--- config.mk ---
export PLATFORM = sky130hd
export DESIGN_NAME = serializer_arbiter
export DESIGN_NICKNAME = d
export VERILOG_FILES = /design/src/rtl/serializer_arbiter.sv
export SDC_FILE = /design/constraint.sdc
export NUM_CORES = 1
export LEC_CHECK = 0
export CORE_MARGIN = 2
export CORE_UTILIZATION = 30
export CTS_CLUSTER_SIZE = 30
export DETAILED_ROUTE_END_ITERATION = 6
export SLEW_MARGIN = 15
export SYNTH_ARGS = -nofsm -noshare
export SYNTH_HDL_FRONTEND = slang
export SYNTH_SLANG_ARGS = --single-unit
--- constraint.sdc ---
create_clock -name clk -period 4.2 [get_ports clk]
set_input_delay 0.63 -clock clk [delete_from_list [all_inputs] [get_ports clk]]
set_output_delay 0.63 -clock clk [all_outputs]
set_load 0.02 [all_outputs]
--- src/rtl/serializer_arbiter.sv ---
// -----------------------------------------------------------------------------
// serializer_arbiter
//
// Purpose:
//    Shares one serializer between NREQ requesters using round-robin
//    arbitration. Each requester owns a one-entry holding slot. The block
//    presents a command to the serializer, waits for it to be accepted
//    (ser_ready drops), waits for the shift-out to finish (ser_ready rises
//    again), pulses done, and only then considers the next command.
//
// Ports:
//    clk         system clock, single clock domain
//    rst_n       synchronous active-low reset
//    req_valid   per-requester command valid
//    req_opcode  requester i uses bits [i*OPCODEW +: OPCODEW]
//    req_addr    requester i uses bits [i*ADDRW +: ADDRW]
//    req_ready   slot i is empty; a push happens on req_valid[i] & req_ready[i]
//    ser_valid   command valid towards the serializer
//    ser_opcode  registered opcode towards the serializer
//    ser_addr    registered address towards the serializer
//    ser_ready   ready from the serializer (low while it is busy shifting)
//    grant_id    index of the requester currently owning the serializer
//    busy        high whenever the sequencer is not idle
//    done        one-cycle pulse when the transfer of grant_id has finished
// -----------------------------------------------------------------------------
module serializer_arbiter #(
   parameter int NREQ    = 4,
   parameter int ADDRW   = 8,
   parameter int OPCODEW = 2,
   localparam int IDW    = $clog2(NREQ)
) (
   input  logic                     clk,
   input  logic                     rst_n,
   input  logic [NREQ-1:0]          req_valid,
   input  logic [NREQ*OPCODEW-1:0]  req_opcode,
   input  logic [NREQ*ADDRW-1:0]    req_addr,
   output logic [NREQ-1:0]          req_ready,
   output logic                     ser_valid,
   output logic [OPCODEW-1:0]       ser_opcode,
   output logic [ADDRW-1:0]         ser_addr,
   input  logic                     ser_ready,
   output logic [IDW-1:0]           grant_id,
   output logic                     busy,
   output logic                     done
);

   typedef enum logic [1:0] {
      IDLE  = 2'd0,
      ISSUE = 2'd1,
      SHIFT = 2'd2
   } state_t;

   state_t               state_q;
   state_t               state_d;

   logic [NREQ-1:0]      full;
   logic [OPCODEW-1:0]   slot_opcode [NREQ];
   logic [ADDRW-1:0]     slot_addr   [NREQ];

   logic [IDW-1:0]       rr_ptr;
   logic [IDW-1:0]       rr_ptr_d;
   logic [IDW-1:0]       grant_d;
   logic                 ser_valid_d;
   logic [OPCODEW-1:0]   ser_opcode_d;
   logic [ADDRW-1:0]     ser_addr_d;
   logic                 busy_d;
   logic                 done_d;
   logic                 clear_slot;

   logic                 pick_found;
   logic [IDW-1:0]       pick_idx;
   logic [IDW-1:0]       scan_idx;
   logic [IDW-1:0]       pick_next;

   // The ready flags are simply the inverse of the registered full flags, so a
   // slot emptied by an acceptance only advertises itself one cycle later and
   // can never be refilled in the same cycle it is cleared.
   assign req_ready = ~full;

   // Round-robin search: walk the slots starting at rr_ptr and take the first
   // full one. The index wraps by an explicit compare with NREQ-1 so the
   // search stays correct for requester counts that are not a power of two.
   always_comb begin
      pick_found = 1'b0;
      pick_idx   = rr_ptr;
      scan_idx   = rr_ptr;
      for (int k = 0; k < NREQ; k++) begin
         if (!pick_found && full[scan_idx]) begin
            pick_found = 1'b1;
            pick_idx   = scan_idx;
         end
         scan_idx = (scan_idx == IDW'(NREQ - 1)) ? '0 : scan_idx + 1'b1;
      end
      pick_next = (pick_idx == IDW'(NREQ - 1)) ? '0 : pick_idx + 1'b1;
   end

   // Sequencer next-state logic. Every registered output holds its value by
   // default; IDLE grants when the serializer is ready and some slot is full,
   // ISSUE waits for the serializer to drop ready (its acceptance), SHIFT
   // waits for ready to return and then reports completion with done.
   always_comb begin
      state_d      = state_q;
      ser_valid_d  = ser_valid;
      ser_opcode_d = ser_opcode;
      ser_addr_d   = ser_addr;
      grant_d      = grant_id;
      busy_d       = busy;
      done_d       = 1'b0;
      rr_ptr_d     = rr_ptr;
      clear_slot   = 1'b0;
      case (state_q)
         IDLE: begin
            if (ser_ready && pick_found) begin
               grant_d      = pick_idx;
               ser_opcode_d = slot_opcode[pick_idx];
               ser_addr_d   = slot_addr[pick_idx];
               ser_valid_d  = 1'b1;
               busy_d       = 1'b1;
               rr_ptr_d     = pick_next;
               state_d      = ISSUE;
            end
         end
         ISSUE: begin
            if (!ser_ready) begin
               ser_valid_d = 1'b0;
               clear_slot  = 1'b1;
               state_d     = SHIFT;
            end
         end
         SHIFT: begin
            if (ser_ready) begin
               done_d  = 1'b1;
               busy_d  = 1'b0;
               state_d = IDLE;
            end
         end
         default: begin
            state_d = IDLE;
         end
      endcase
   end

   // Sequencer and output registers. Reset abandons any transfer in flight;
   // the serializer is expected to share the same reset.
   always_ff @(posedge clk) begin
      if (!rst_n) begin
         state_q    <= IDLE;
         ser_valid  <= 1'b0;
         ser_opcode <= '0;
         ser_addr   <= '0;
         grant_id   <= '0;
         busy       <= 1'b0;
         done       <= 1'b0;
         rr_ptr     <= '0;
      end else begin
         state_q    <= state_d;
         ser_valid  <= ser_valid_d;
         ser_opcode <= ser_opcode_d;
         ser_addr   <= ser_addr_d;
         grant_id   <= grant_d;
         busy       <= busy_d;
         done       <= done_d;
         rr_ptr     <= rr_ptr_d;
      end
   end

   // Slot occupancy. A slot is cleared when the serializer accepts the granted
   // command and set by a push into an empty slot. The granted slot is full,
   // so a push and a clear can never target the same slot in one cycle.
   always_ff @(posedge clk) begin
      if (!rst_n) begin
         full <= '0;
      end else begin
         for (int i = 0; i < NREQ; i++) begin
            if (clear_slot && (grant_id == IDW'(i))) begin
               full[i] <= 1'b0;
            end else if (req_valid[i] && !full[i]) begin
               full[i] <= 1'b1;
            end
         end
      end
   end

   // Slot payload capture. The payload only matters while the slot is full,
   // so it needs no reset.
   always_ff @(posedge clk) begin
      for (int i = 0; i < NREQ; i++) begin
         if (req_valid[i] && !full[i]) begin
            slot_opcode[i] <= req_opcode[i*OPCODEW +: OPCODEW];
            slot_addr[i]   <= req_addr[i*ADDRW +: ADDRW];
         end
      end
   end

endmodule

==> results_dict.tcl, run 1 <==
set metrics [dict create \
    status "completed" \
    synth_fp_nets 255 \
    synthesis.area_sq_mm 0.00279 \
    power_frac_clock 0.187 \
    critPathKind "reg -> reg" \
    skew_ps 12.1 \
    num_io_pins 66 \
    vias_per_cell 4.97 \
    yosysSeqAreaShare 0.596 \
    place_ws_ps 741 \
    seq_power_share 0.352 \
    synth_edf_count 40 \
    p_sw_uw 887 \
    hold_viol_final 0 \
    p_int_uw 1550 \
    cts_htree_levels 3 \
    fin_hold_ws_ps 455 \
    cts_root_buf "clkbuf_8" \
    drive_gt1_frac 0.163 \
    clk_path_buf_depth 2 \
    cp.arrival_ps 3770 \
    globalRoute.totalOverflow 0 \
    dieHeight_um 100 \
    hpwl_um 4790 \
    ys_warn_count 0 \
    antenna_left 0 \
    grt_util_met1 0.165 \
    num-fill-cells 876 \
    place_congestion 0.861 \
    fmax_mhz 287 \
    grt_use_met3 0.0362 \
    switching_share 0.364 \
    ctsHoldBuffers 0 \
    die_area_sq_mm 0.0101 \
    worstSetupStartpointType "register" \
    antenna_found_initial 0 \
    multi_input_area_sq_mm 0.00104 \
    cts.sink_count 63 \
    grt_pass1_vias 2033 \
    seqCellArea_sq_mm 0.00166 \
    routed_wl_um 6500 \
    antenna_cells 0 \
    core_area_sq_mm 0.00911 \
    async_flop_share 0 \
    ir_drop_uv 302 \
    slew_viol_final 0 \
    finalWorstSetupSlack_ps 713 \
    grt_pass1_wl_um 10200 \
    max_slew_margin 0.246 \
    vias 1955 \
    wl_per_cell_um 16.5 \
    clk_pin_slew_worst_paths_ps 70 \
    critPathMaxFanout 22 \
    post_cts_buffers 0 \
    rsz0062_at_grt "no" \
    power_density_mw_per_mm2 656 \
    synthCells 207 \
    total_power_uw 2440 \
    setup_viol_count_final 0 \
    max-cap-violations 0 \
    cts_resized 0 \
    drt-pass1-iter-count 4 \
    combPwrFrac 0.461 \
    synth_top_flop_cell "edfxtp_1" \
    cts_tree "built" \
    final_area_sq_mm 0.00371 \
    avgSynthCellArea_sq_um 13.5 \
    tightest_slew_ps 1130 \
    final.period_utilization 0.830 \
    port_buffers 65 \
    leakagePower_uw 0.00136 \
    met2_usage 0.223 \
    cts_buffers 9 \
    die_w_um 100 \
    hp-class "reg -> reg" \
    mostFrequentLayoutCell "clkdlybuf4s50_1" \
    initial_core_util 0.306 \
    syn2layout_area_growth_pct 33.3 \
    required_ps 4480 \
    fin_tns_setup_ps 0 \
    layout_common_cells "clkdlybuf4s50_1, edfxtp_1, dfxtp_1, mux2_2, a221o_1" \
    grt_max_degree 25 \
    nets 325 \
    placed_area_sq_mm 0.00354 \
    fin_crit_ps 3490 \
    gr-usage-all-layers 0.134 \
    rows 35 \
    drt_iter0_markers 106 \
    worstSetupEndpointType "register" \
    synth-seq-cells 63 \
    drc 0 \
    grt_busiest_layer "met2" \
    synth_cell_types 50 \
    clk_latency_ps 340 \
]
-- flip-flops by register name, indices dropped and copies added, names as in the netlist --
name,count
slot_opcode,8
done,1
busy,1
ser_addr,8
ser_opcode,2
slot_addr,32
state_q,2
grant_id,2
full,4
rr_ptr,2
ser_valid,1
-- final timing paths --
path / slack (ps) / from / endpoint / depth (start not counted)
max: 710 / rr_ptr[0] / ser_addr[2] / 9
min: 450 / ser_valid / ser_valid / 2
max reg2reg: 710 / rr_ptr[0] / ser_addr[2] / 9
min reg2reg: 450 / ser_valid / ser_valid / 2
-- metal layers --
layer	part of all wire	vias up
li1	-	944
met1	0.44	906
met5	0	-
met2	0.48	88
met3	0.061	17
met4	0.016	0
-- cell type report --
type | instances | area share
timing repair buffer | 68 | 0.181
tap | 111 | 0.0374
inverter | 9 | 0.00909
clock buffer | 9 | 0.0333
sequential | 63 | 0.447
multi-input combinational | 126 | 0.279
clock inverter | 7 | 0.0128
-- synthesized netlist by cell type (2+ instances only) --
library cell	count	area share
a211oi_1	2	0.0054
a21oi_1	5	0.0090
a221o_1	12	0.043
a31oi_1	2	0.0045
and3_1	11	0.025
buf_2	2	0.0036
buf_6	2	0.0081
clkbuf_1	3	0.0040
clkinv_1	2	0.0027
dfxtp_1	23	0.17
edfxtp_1	40	0.43
inv_1	7	0.0094
mux2_1	2	0.0081
mux2_2	16	0.065
mux2_4	5	0.027
mux2i_1	6	0.022
nand2_1	4	0.0054
nand2b_1	2	0.0045
nand3_1	2	0.0036
nand3b_1	3	0.0081
nor2_1	5	0.0067
nor2b_1	7	0.016
nor3_1	8	0.014
nor3b_1	2	0.0054
o2111ai_1	2	0.0063
o21ai_0	7	0.013
xnor2_1	2	0.0063
-- through the flow --
step	cells	util
after global routing	393	0.408
after global placement	377	0.389
final	393	0.408
after detailed placement	377	0.389
after CTS	393	0.408
after floorplan	207	-
-- worst max-delay path, stage by stage (launching register included) --
cell and delay [ps]:
dfxtp_1 610, ha_1 430, xor2_1 240, a221o_1 350, a221o_1 350, a311o_1 360, buf_4 200, or2_4 260
a21oi_2 390, a221o_1 230
-- logic make-up after synthesis --
family                     count (synthesis)  synth area share
DFF                                       63             0.596
and+or+nand+nor                           50             0.110
AOI/OAI and AO/OA                         41             0.114
muxes                                     31             0.134
buffers and inverters                     18            0.0319
xor gates and xnor gates                   3           0.00943
adders and majority gates                  1           0.00449
-- power by group through the flow --
stage / Combinational (uW) / Clock [uW] / Sequential [uW]
after floorplan: 797 / 0 / 897
after global placement: 1120 / 0 / 873
after detailed placement: 1130 / 0 / 868
after CTS: 1130 / 470 / 858
after global routing: 1210 / 496 / 872
final: 1120 / 456 / 857
Power figures use the tool's default switching activity.
==> run 2: changes to the inputs <==
clock period = 3.3 ns   (was 4.2 ns; I/O delays follow)
==> results_dict.tcl, run 2 (synthesis gave the netlist of run 1 again) <==
set metrics [dict create \
    grt_max_degree 25 \
    globalRoute.totalOverflow 0 \
    hold_viol_final 0 \
    worstSetupStartpointType "register" \
    total_power_uw 3290 \
    leakagePower_uw 0.00142 \
    largest_registers "slot_addr (32), ser_addr (8), slot_opcode (8)" \
    port_buffers 65 \
    num-fill-cells 872 \
    clk_latency_ps 340 \
    cts_buffers 9 \
    combPwrFrac 0.474 \
    worstPathCellList "ha_1 -> xor2_1 -> a221o_1 -> a221o_1 -> nand3b_2 -> mux2i_2 -> buf_12 -> mux2_2 -> a221o_1" \
    initial_core_util 0.306 \
    slew_viol_final 0 \
    core_area_sq_mm 0.00911 \
    mostFrequentLayoutCell "clkdlybuf4s50_1" \
    die_w_um 100 \
    dieHeight_um 100 \
    fin_tns_setup_ps 0 \
    power_density_mw_per_mm2 860 \
    timing.reg2reg.setup_slack_ps 170 \
    final.period_utilization 0.948 \
    setup_viol_count_final 0 \
    ctsHoldBuffers 0 \
    layout_common_cells "clkdlybuf4s50_1, edfxtp_1, dfxtp_1, mux2_2" \
    place_ws_ps 188 \
    fmax_mhz 319 \
    nets 335 \
    fin_crit_ps 3130 \
    largest-register "slot_addr" \
    routed_wl_um 6950 \
    crit_path_frequent_cell "a221o_1" \
    grt_pass1_vias 2140 \
    p_int_uw 2130 \
    syn2layout_area_growth_pct 37.0 \
    clk_pin_slew_worst_paths_ps 70 \
    die_area_sq_mm 0.0101 \
    cts_htree_levels 3 \
    post_cts_buffers 0 \
    place_congestion 0.833 \
    ir_drop_uv 416 \
    timing.critical_path.buf_inv 1 \
    cp.arrival_ps 3360 \
    drt-pass1-iter-count 4 \
    drt_iter0_markers 92 \
    antenna_found_initial 0 \
    critPathMaxFanout 24 \
    hp-class "reg -> reg" \
    num_io_pins 66 \
    reg2reg_from "rr_ptr[1]" \
    antenna_cells 0 \
    finalWorstSetupSlack_ps 170 \
    drc 0 \
    setup.worst_path.start "rr_ptr[1]" \
    clk_path_buf_depth 2 \
    critPathTopFamily "compound AO/OA/AOI/OAI gates" \
    skew_ps 3.35 \
    status "completed" \
    slowest_delay_ps 470 \
    gr-usage-all-layers 0.144 \
    grt_pass1_wl_um 10800 \
    rr_worst_depth 9 \
    final_util 0.419 \
    cts_resized 0 \
    max_slew_margin 0.686 \
    wl_per_cell_um 17.2 \
    required_ps 3530 \
    rsz0062_at_grt "no" \
    vias 1992 \
    cts_tree "built" \
    r2r_end "ser_addr[5]" \
    tightest_slew_ps 470 \
    antenna_left 0 \
    drive_gt1_frac 0.188 \
    rows 35 \
    p_sw_uw 1160 \
    hpwl_um 5040 \
    largest_reg_flops 32 \
    slowest_stage "dfxtp_1" \
    crit_end "ser_addr[5]" \
    switching_share 0.352 \
    cts.sink_count 63 \
    power_frac_clock 0.196 \
    worstSetupEndpointType "register" \
    critPathKind "reg -> reg" \
    cts_root_buf "clkbuf_8" \
    seq_power_share 0.329 \
    vias_per_cell 4.94 \
    max-cap-violations 0 \
    crit_cells 9 \
]
==> run 2: cell count changes in the layout (fill, tap and decap cells not counted), sizes merged <==
cell,previous run,this run
clkbuf,9,10
bufinv,0,1
clkinv,7,5
buf,3,13
==> run 2: power by group through the flow <==
stage          Clock (uW)  Combinational (uW)  Sequential, uW
4_1_cts               666                1560            1080
2_1_floorplan           0                1010            1140
6_report              645                1560            1080
3_3_place_gp            0                1540            1100
3_5_place_dp            0                1550            1100
5_1_grt               691                1680            1100
==> run 2: routing by layer <==
layer | vias to the layer above | share of wire | global-route usage
li1 | 964 | - | -
met5 | - | 0 | 0
met1 | 956 | 0.46 | 0.178
met2 | 66 | 0.48 | 0.239
met3 | 6 | 0.053 | 0.0487
met4 | 0 | 0.0079 | 0.0421
==> run 2: worst min-delay path by stage <==
stage | from | to | depth (start not counted)
after floorplan | state_q[0] | state_q[0] | 2
after global placement | busy | busy | 2
after detailed placement | ser_valid | ser_valid | 2
after CTS | ser_valid | ser_valid | 2
after global routing | ser_valid | ser_valid | 2
final | ser_valid | ser_valid | 2
==> run 2: final cells by class <==
cell class / instances / area, sq um / share of cell area
tap: 111 / 139 / 0.0364
inverter: 9 / 33.8 / 0.00885
sequential: 63 / 1660 / 0.435
clock inverter: 6 / 60.1 / 0.0157
multi-input combinational: 126 / 1040 / 0.271
timing repair buffer: 78 / 761 / 0.199
clock buffer: 10 / 128 / 0.0334
==> run 2: worst min-delay path, stage by stage, from the launching register on <==
cell and delay [ps]:
dfxtp_1 310, nand2_1 50, a21oi_1 50
==> run 2: through the flow <==
stage / hold WS (ps) / area, sq um / std cells
final: 457 / 3820 / 403
after global routing: 492 / 3820 / 403
after CTS: 461 / 3820 / 403
after detailed placement: 451 / 3630 / 387
after global placement: 449 / 3630 / 387
after floorplan: 507 / 2790 / 207
